==> src/rtl/load_align_unit.sv <==
// load_align_unit: one-at-a-time load unit issuing one or two aligned
// bus reads and returning sign/zero-extended data with error reporting.
module load_align_unit #(
  parameter int XLEN        = 32,
  parameter int ADDR_W      = 32,
  parameter bit MISALIGN_EN = 1'b1
) (
  input  logic              clk_i,
  input  logic              rst_ni,
  input  logic              ld_valid_i,
  output logic              ld_ready_o,
  input  logic [ADDR_W-1:0] ld_addr_i,
  input  logic [2:0]        ld_funct3_i,
  output logic              mem_req_o,
  output logic [ADDR_W-1:0] mem_addr_o,
  input  logic              mem_gnt_i,
  input  logic              mem_rvalid_i,
  input  logic [XLEN-1:0]   mem_rdata_i,
  output logic              rsp_valid_o,
  output logic [XLEN-1:0]   rsp_data_o,
  output logic              rsp_err_o
);
  localparam int BYTES = XLEN / 8;
  localparam int OW    = $clog2(BYTES);

  typedef enum logic [2:0] {
    IDLE, REQ0, WAIT0, REQ1, WAIT1, RESP
  } state_e;

  state_e            state_q, state_d;
  logic [ADDR_W-1:0] base_q;
  logic [1:0]        sz_q;
  logic              sgn_q;
  logic [OW-1:0]     off_q;
  logic              split_q;
  logic [XLEN-1:0]   beat0_q;

  logic [1:0]        dec_sz;
  logic              dec_sgn;
  logic              dec_ok;
  logic [OW-1:0]     in_off;
  logic [4:0]        span;
  logic              in_split;
  logic              in_err;
  logic              accept;

  always_comb begin
    dec_sz  = 2'd0;
    dec_sgn = 1'b0;
    dec_ok  = 1'b1;
    unique case (1'b1)
      (ld_funct3_i == 3'b000): begin
        dec_sz  = 2'd0;
        dec_sgn = 1'b1;
      end
      (ld_funct3_i == 3'b001): begin
        dec_sz  = 2'd1;
        dec_sgn = 1'b1;
      end
      (ld_funct3_i == 3'b010): begin
        dec_sz  = 2'd2;
        dec_sgn = 1'b1;
      end
      (ld_funct3_i == 3'b100): dec_sz = 2'd0;
      (ld_funct3_i == 3'b101): dec_sz = 2'd1;
      (ld_funct3_i == 3'b011) && (XLEN == 64): begin
        dec_sz  = 2'd3;
        dec_sgn = 1'b1;
      end
      (ld_funct3_i == 3'b110) && (XLEN == 64): dec_sz = 2'd2;
      default: dec_ok = 1'b0;
    endcase
  end

  assign accept   = ld_valid_i && ld_ready_o;
  assign in_off   = ld_addr_i[OW-1:0];
  assign span     = 5'(in_off) + (5'd1 << dec_sz);
  assign in_split = span > 5'(BYTES);
  assign in_err   = !dec_ok || (in_split && !MISALIGN_EN);

  always_ff @(posedge clk_i or negedge rst_ni) begin
    if (!rst_ni) state_q <= IDLE;
    else         state_q <= state_d;
  end

  always_comb begin
    state_d = state_q;
    unique case (state_q)
      IDLE:  if (accept) state_d = in_err ? RESP : REQ0;
      REQ0:  if (mem_gnt_i) state_d = WAIT0;
      WAIT0: if (mem_rvalid_i) state_d = split_q ? REQ1 : RESP;
      REQ1:  if (mem_gnt_i) state_d = WAIT1;
      WAIT1: if (mem_rvalid_i) state_d = RESP;
      RESP:  state_d = IDLE;
      default: state_d = IDLE;
    endcase
  end

  always_comb begin
    ld_ready_o  = 1'b0;
    mem_req_o   = 1'b0;
    mem_addr_o  = '0;
    rsp_valid_o = 1'b0;
    unique case (state_q)
      IDLE: ld_ready_o = rst_ni;
      REQ0: begin
        mem_req_o  = 1'b1;
        mem_addr_o = base_q;
      end
      REQ1: begin
        mem_req_o  = 1'b1;
        mem_addr_o = base_q + ADDR_W'(BYTES);
      end
      RESP: rsp_valid_o = 1'b1;
      default: ;
    endcase
  end

  // the final beat is taken straight off the bus so the result is ready in RESP
  logic [XLEN-1:0] lo, hi, raw, ext;
  logic            sb;
  int              nb;

  always_comb begin
    lo  = (state_q == WAIT0) ? mem_rdata_i : beat0_q;
    hi  = (state_q == WAIT1) ? mem_rdata_i : '0;
    raw = XLEN'({hi, lo} >> {off_q, 3'b000});
    nb  = 1 << sz_q;
    unique case (sz_q)
      2'd0:    sb = raw[7];
      2'd1:    sb = raw[15];
      2'd2:    sb = raw[31];
      default: sb = raw[XLEN-1];
    endcase
    ext = '0;
    for (int i = 0; i < BYTES; i++)
      ext[8*i +: 8] = (i < nb) ? raw[8*i +: 8] : {8{sb & sgn_q}};
  end

  always_ff @(posedge clk_i or negedge rst_ni) begin
    if (!rst_ni) begin
      base_q     <= '0;
      sz_q       <= '0;
      sgn_q      <= 1'b0;
      off_q      <= '0;
      split_q    <= 1'b0;
      beat0_q    <= '0;
      rsp_data_o <= '0;
      rsp_err_o  <= 1'b0;
    end else begin
      if (state_q == IDLE && accept) begin
        base_q  <= {ld_addr_i[ADDR_W-1:OW], {OW{1'b0}}};
        sz_q    <= dec_sz;
        sgn_q   <= dec_sgn;
        off_q   <= in_off;
        split_q <= in_split;
        beat0_q <= '0;
        if (in_err) begin
          rsp_data_o <= '0;
          rsp_err_o  <= 1'b1;
        end
      end
      if (state_q == WAIT0 && mem_rvalid_i) begin
        beat0_q <= mem_rdata_i;
        if (!split_q) begin
          rsp_data_o <= ext;
          rsp_err_o  <= 1'b0;
        end
      end
      if (state_q == WAIT1 && mem_rvalid_i) begin
        rsp_data_o <= ext;
        rsp_err_o  <= 1'b0;
      end
    end
  end
endmodule

==> config.mk <==
export PLATFORM = sky130hd
export DESIGN_NAME = load_align_unit
export DESIGN_NICKNAME = d
export VERILOG_FILES = /design/src/rtl/load_align_unit.sv
export SDC_FILE = /design/constraint.sdc
export NUM_CORES = 1
export LEC_CHECK = 0
export ABC_AREA = 0
export BUFFER_PORTS_ARGS = -buffer_cell sky130_fd_sc_hd__buf_2
export CAP_MARGIN = 40
export CORE_MARGIN = 4
export CORE_UTILIZATION = 60
export CTS_BUF_LIST = sky130_fd_sc_hd__clkbuf_4
export CTS_CLUSTER_DIAMETER = 100
export DETAILED_ROUTE_END_ITERATION = 6
export PLACE_DENSITY = 0.95
export SYNTH_ARGS = -nofsm -noshare
export SYNTH_HDL_FRONTEND = slang
export SYNTH_SLANG_ARGS = --single-unit
export TNS_END_PERCENT = 100
==> constraint.sdc <==
create_clock -name clk_i -period 3.35 [get_ports clk_i]
set_input_delay 0.5025 -clock clk_i [delete_from_list [all_inputs] [get_ports clk_i]]
set_output_delay 0.5025 -clock clk_i [all_outputs]
set_load 0.02 [all_outputs]
==> metrics.md <==
| Metric | Value |
|---|---|
| Status | complete, no violations |
| Register area share after synthesis | 43.1% |
| Post-synth EDFFs | 0 |
| CTS tree | built |
| DR WL/cell | between 15 and 20 um |
| Detailed Route Iter0 Violations | 538 |
| Initial antenna violation count | 0 |
| Dpl ws | 0.740 ns |
| Critical Path Fanout Max | 12 |
| Worst-Margin Slew | 0.810 ns |
| Die Y | 108 um |
| Setup CP Type | flip-flop to output pin |
| Syn_area_per_cell | 9.24 sq um |
| Grt ovf | 0 |
| Hold crit path type | input pin to asynchronous set/reset pin |
| Final setup viols | 0 |
| Drt first pass iters | 7 |
| Synth top area share | 43.1% |
| Fin. Hold Viols | 0 |
| Area Overhead vs Synth | 15.0% |
| PwrDens | around 850 nW/um^2 |
| Root buf cell | clkbuf_4 |
| Core Region | 9770 sq um |
| Leak | approximately 3.5 nW |
| Data arrival, critical path | between 2 and 3 ns |
| Total Routed Length | 17.0 mm |
| Clk pin slew, worst setup/hold paths | about 0.16 ns |
| Vias in the first global route | approximately 5500 |
| Hold_buf cts | 0 |
| Critical path origin | base_q[12] |
| Remaining antenna violation count | 0 |
| Starting Density | 61.7% |
| Input/output buffers | 137 |
| Syn. warnings | 0 |
| Distinct cells, synth | 55 |
| Crit. End Element | output pin |
| CP endpoint | mem_addr_o[27] |
| Worst Setup Start Kind | flip-flop |
| # Post-CTS Setup Buffers | 0 |
| Layout Skew | 0.0209 ns |
| Vias | roughly 5700 |
| Fmax | 323 MHz |
| Worst path required time | about 2.9 ns |
| Worst R2R End | rsp_data_o[6] |
| CTS Sinks | 104 |
| Final setup margin | 0.253 ns |
| Slew HR | 46.0% |
| Fraction of registers with async set or reset after synthesis | 100% |
| FILL cells | 715 |
| # DRC | 0 |
| Worst R2R Path Depth | 7 |
| Layout Nets | 847 |
| Synth Flop Type | dfrtp_1 |
| Worst R2R Setup Slack | 0.88 ns |
| H-tree levels | 3 |
| Top cells by area, synth | dfrtp_1 43%, nand2_1 8.8%, a22o_1 4.6% |
| First-pass GRT wire length | roughly 27 mm |
| Setup TNS | 0 ns |
| Resized Gates After CTS | 0 |
| Mapped Area | 6030 sq um |
| Antenna cells | 0 |
| Placement Rows | 36 |
| Max-slew violations | 0 |
| GRT Total Usage | roughly 29% |
| Tmin final | 3.10 ns |
| Largest net degree at the start of global routing | 57 |
| Gpl congestion | 0.917 |
| Max-cap violations | 0 |
| Yosys top cell by area | dfrtp_1 |
| DR vias/cell | 6.30 |
| Ports | 140 |
| Post-DP HPWL | about 12 mm |
| Die area | 11700 sq um |
| Clock Path Buffers | 2 |
| Die width | 108 um |
| Synth Instances | 653 |
| RR Startpoint | state_q[1] |
| Synth Register Bits | 104 |
| Layout cell share with drive strength beyond 1 | around a quarter |
| RSZ-0062 raised after global routing | no |
| VDD IR max | a little over 0.4 mV |
| Final period util | 92.4% |
| CTS Buf Count | 9 |
| Clk_lat worst skew | roughly 0.47 ns |
-- power by group --
part	switching, mW	internal [mW]	total [mW]
Clock	0.422	0.233	0.655
Sequential	0.551	1.81	2.36
Combinational	1.67	1.18	2.85
-- critical path: stages, from the launching register on --
cell      delay [ns]
dfrtp_1         0.47
and4_1          0.30
nand4_1         0.42
nor3_2          0.41
a211oi_1        0.13
a31o_2          0.25
buf_2           0.15
-- through the flow --
step           hold WS, ns  util, %  instances  area, sq um  power [mW]
2_1_floorplan        0.207        -        654         6040        4.29
3_3_place_gp         0.477     69.5        892         6800        5.03
3_5_place_dp         0.479     69.6        893         6800        5.18
4_1_cts              0.136     71.0        908         6940        5.83
5_1_grt              0.163     71.0        908         6940        6.24
6_report             0.120     71.0        908         6940        5.87
-- synth_stat cells (3+ instances only) --
library cell  count
a222oi_1          7
buf_4             4
mux2i_1          28
nand4_1          10
nor2_1           31
nor4_1            6
nor3_1            8
mux4_2            8
inv_1            17
o21ai_0          31
mux2_2           16
a211o_1           7
a22oi_1          15
clkbuf_1         28
nor2b_1          13
nand3_1          32
ha_1              3
and2_1            3
xnor2_1          13
and4_1            5
or3_1            11
nand2_1         141
nand2b_1          3
a21oi_1          16
a22o_1           32
a32oi_1           7
dfrtp_1         104
buf_2            13
xor2_1            5
a211oi_1          3
and3_1            4
-- cells in the final DEF, fill, tap and decap left out, drive strengths merged, types with 5 or more instances in the layout --
cell type  instances
buf              154
xnor2             13
nor2b             13
dfrtp            104
and4               5
o21ai             32
nand4             10
xor2               5
mux2              16
a222oi             7
clkbuf            10
a22oi             15
a21oi             17
nor4               6
a22o              32
nand3             32
nand2            141
inv               17
nor3               8
a211o              7
mux4               8
a32oi              7
nor3b              5
or3               11
mux2i             28
nor2              31
-- cell families after synthesis --
group                      synth area share, %
and+or+nand+nor                           22.0
AOI/OAI and AO/OA                         15.9
DFF                                       43.1
buffers and inverters                     4.69
muxes                                     10.6
xor gates and xnor gates                  2.61
adders and majority gates                0.954
other                                   0.0622
-- how the worst min path moves through the flow --
stage | endpoint | slack (ns) | cells past startpoint
after floorplan | base_q[10] | 0.21 | 0
after global placement | beat0_q[6] | 0.48 | 1
after detailed placement | rsp_data_o[7] | 0.48 | 2
after CTS | rsp_data_o[9] | 0.14 | 2
after global routing | rsp_data_o[0] | 0.16 | 2
final | rsp_data_o[0] | 0.12 | 2
-- flip-flops by register name (all words and copies together), names as in the netlist --
signal	count
base_q	30
sz_q	2
off_q	2
rsp_data_o	32
beat0_q	32
rsp_err_o	1
sgn_q	1
split_q	1
state_q	3
-- area by class of cell --
cell class              instances  area, sq um  share of cell area (%)
clock buffers                  10         75.1                    1.08
inverters                      17         63.8                   0.919
flip-flops and latches        104         2600                    37.5
clock inverters                 5         58.8                   0.847
multi-input cells             485         3160                    45.5
well taps                     133          166                    2.40
repair buffers                154          813                    11.7
-- per-layer routing --
layer  vias up  global-route usage (%)  share of wire [%]
met4         0                    13.5                3.9
met5         -                       0                  0
met1      2687                    38.6                 38
li1       2570                       -                  -
met2       392                    46.8                 47
met3        69                    6.69                 11
Power figures use the tool's default switching activity.
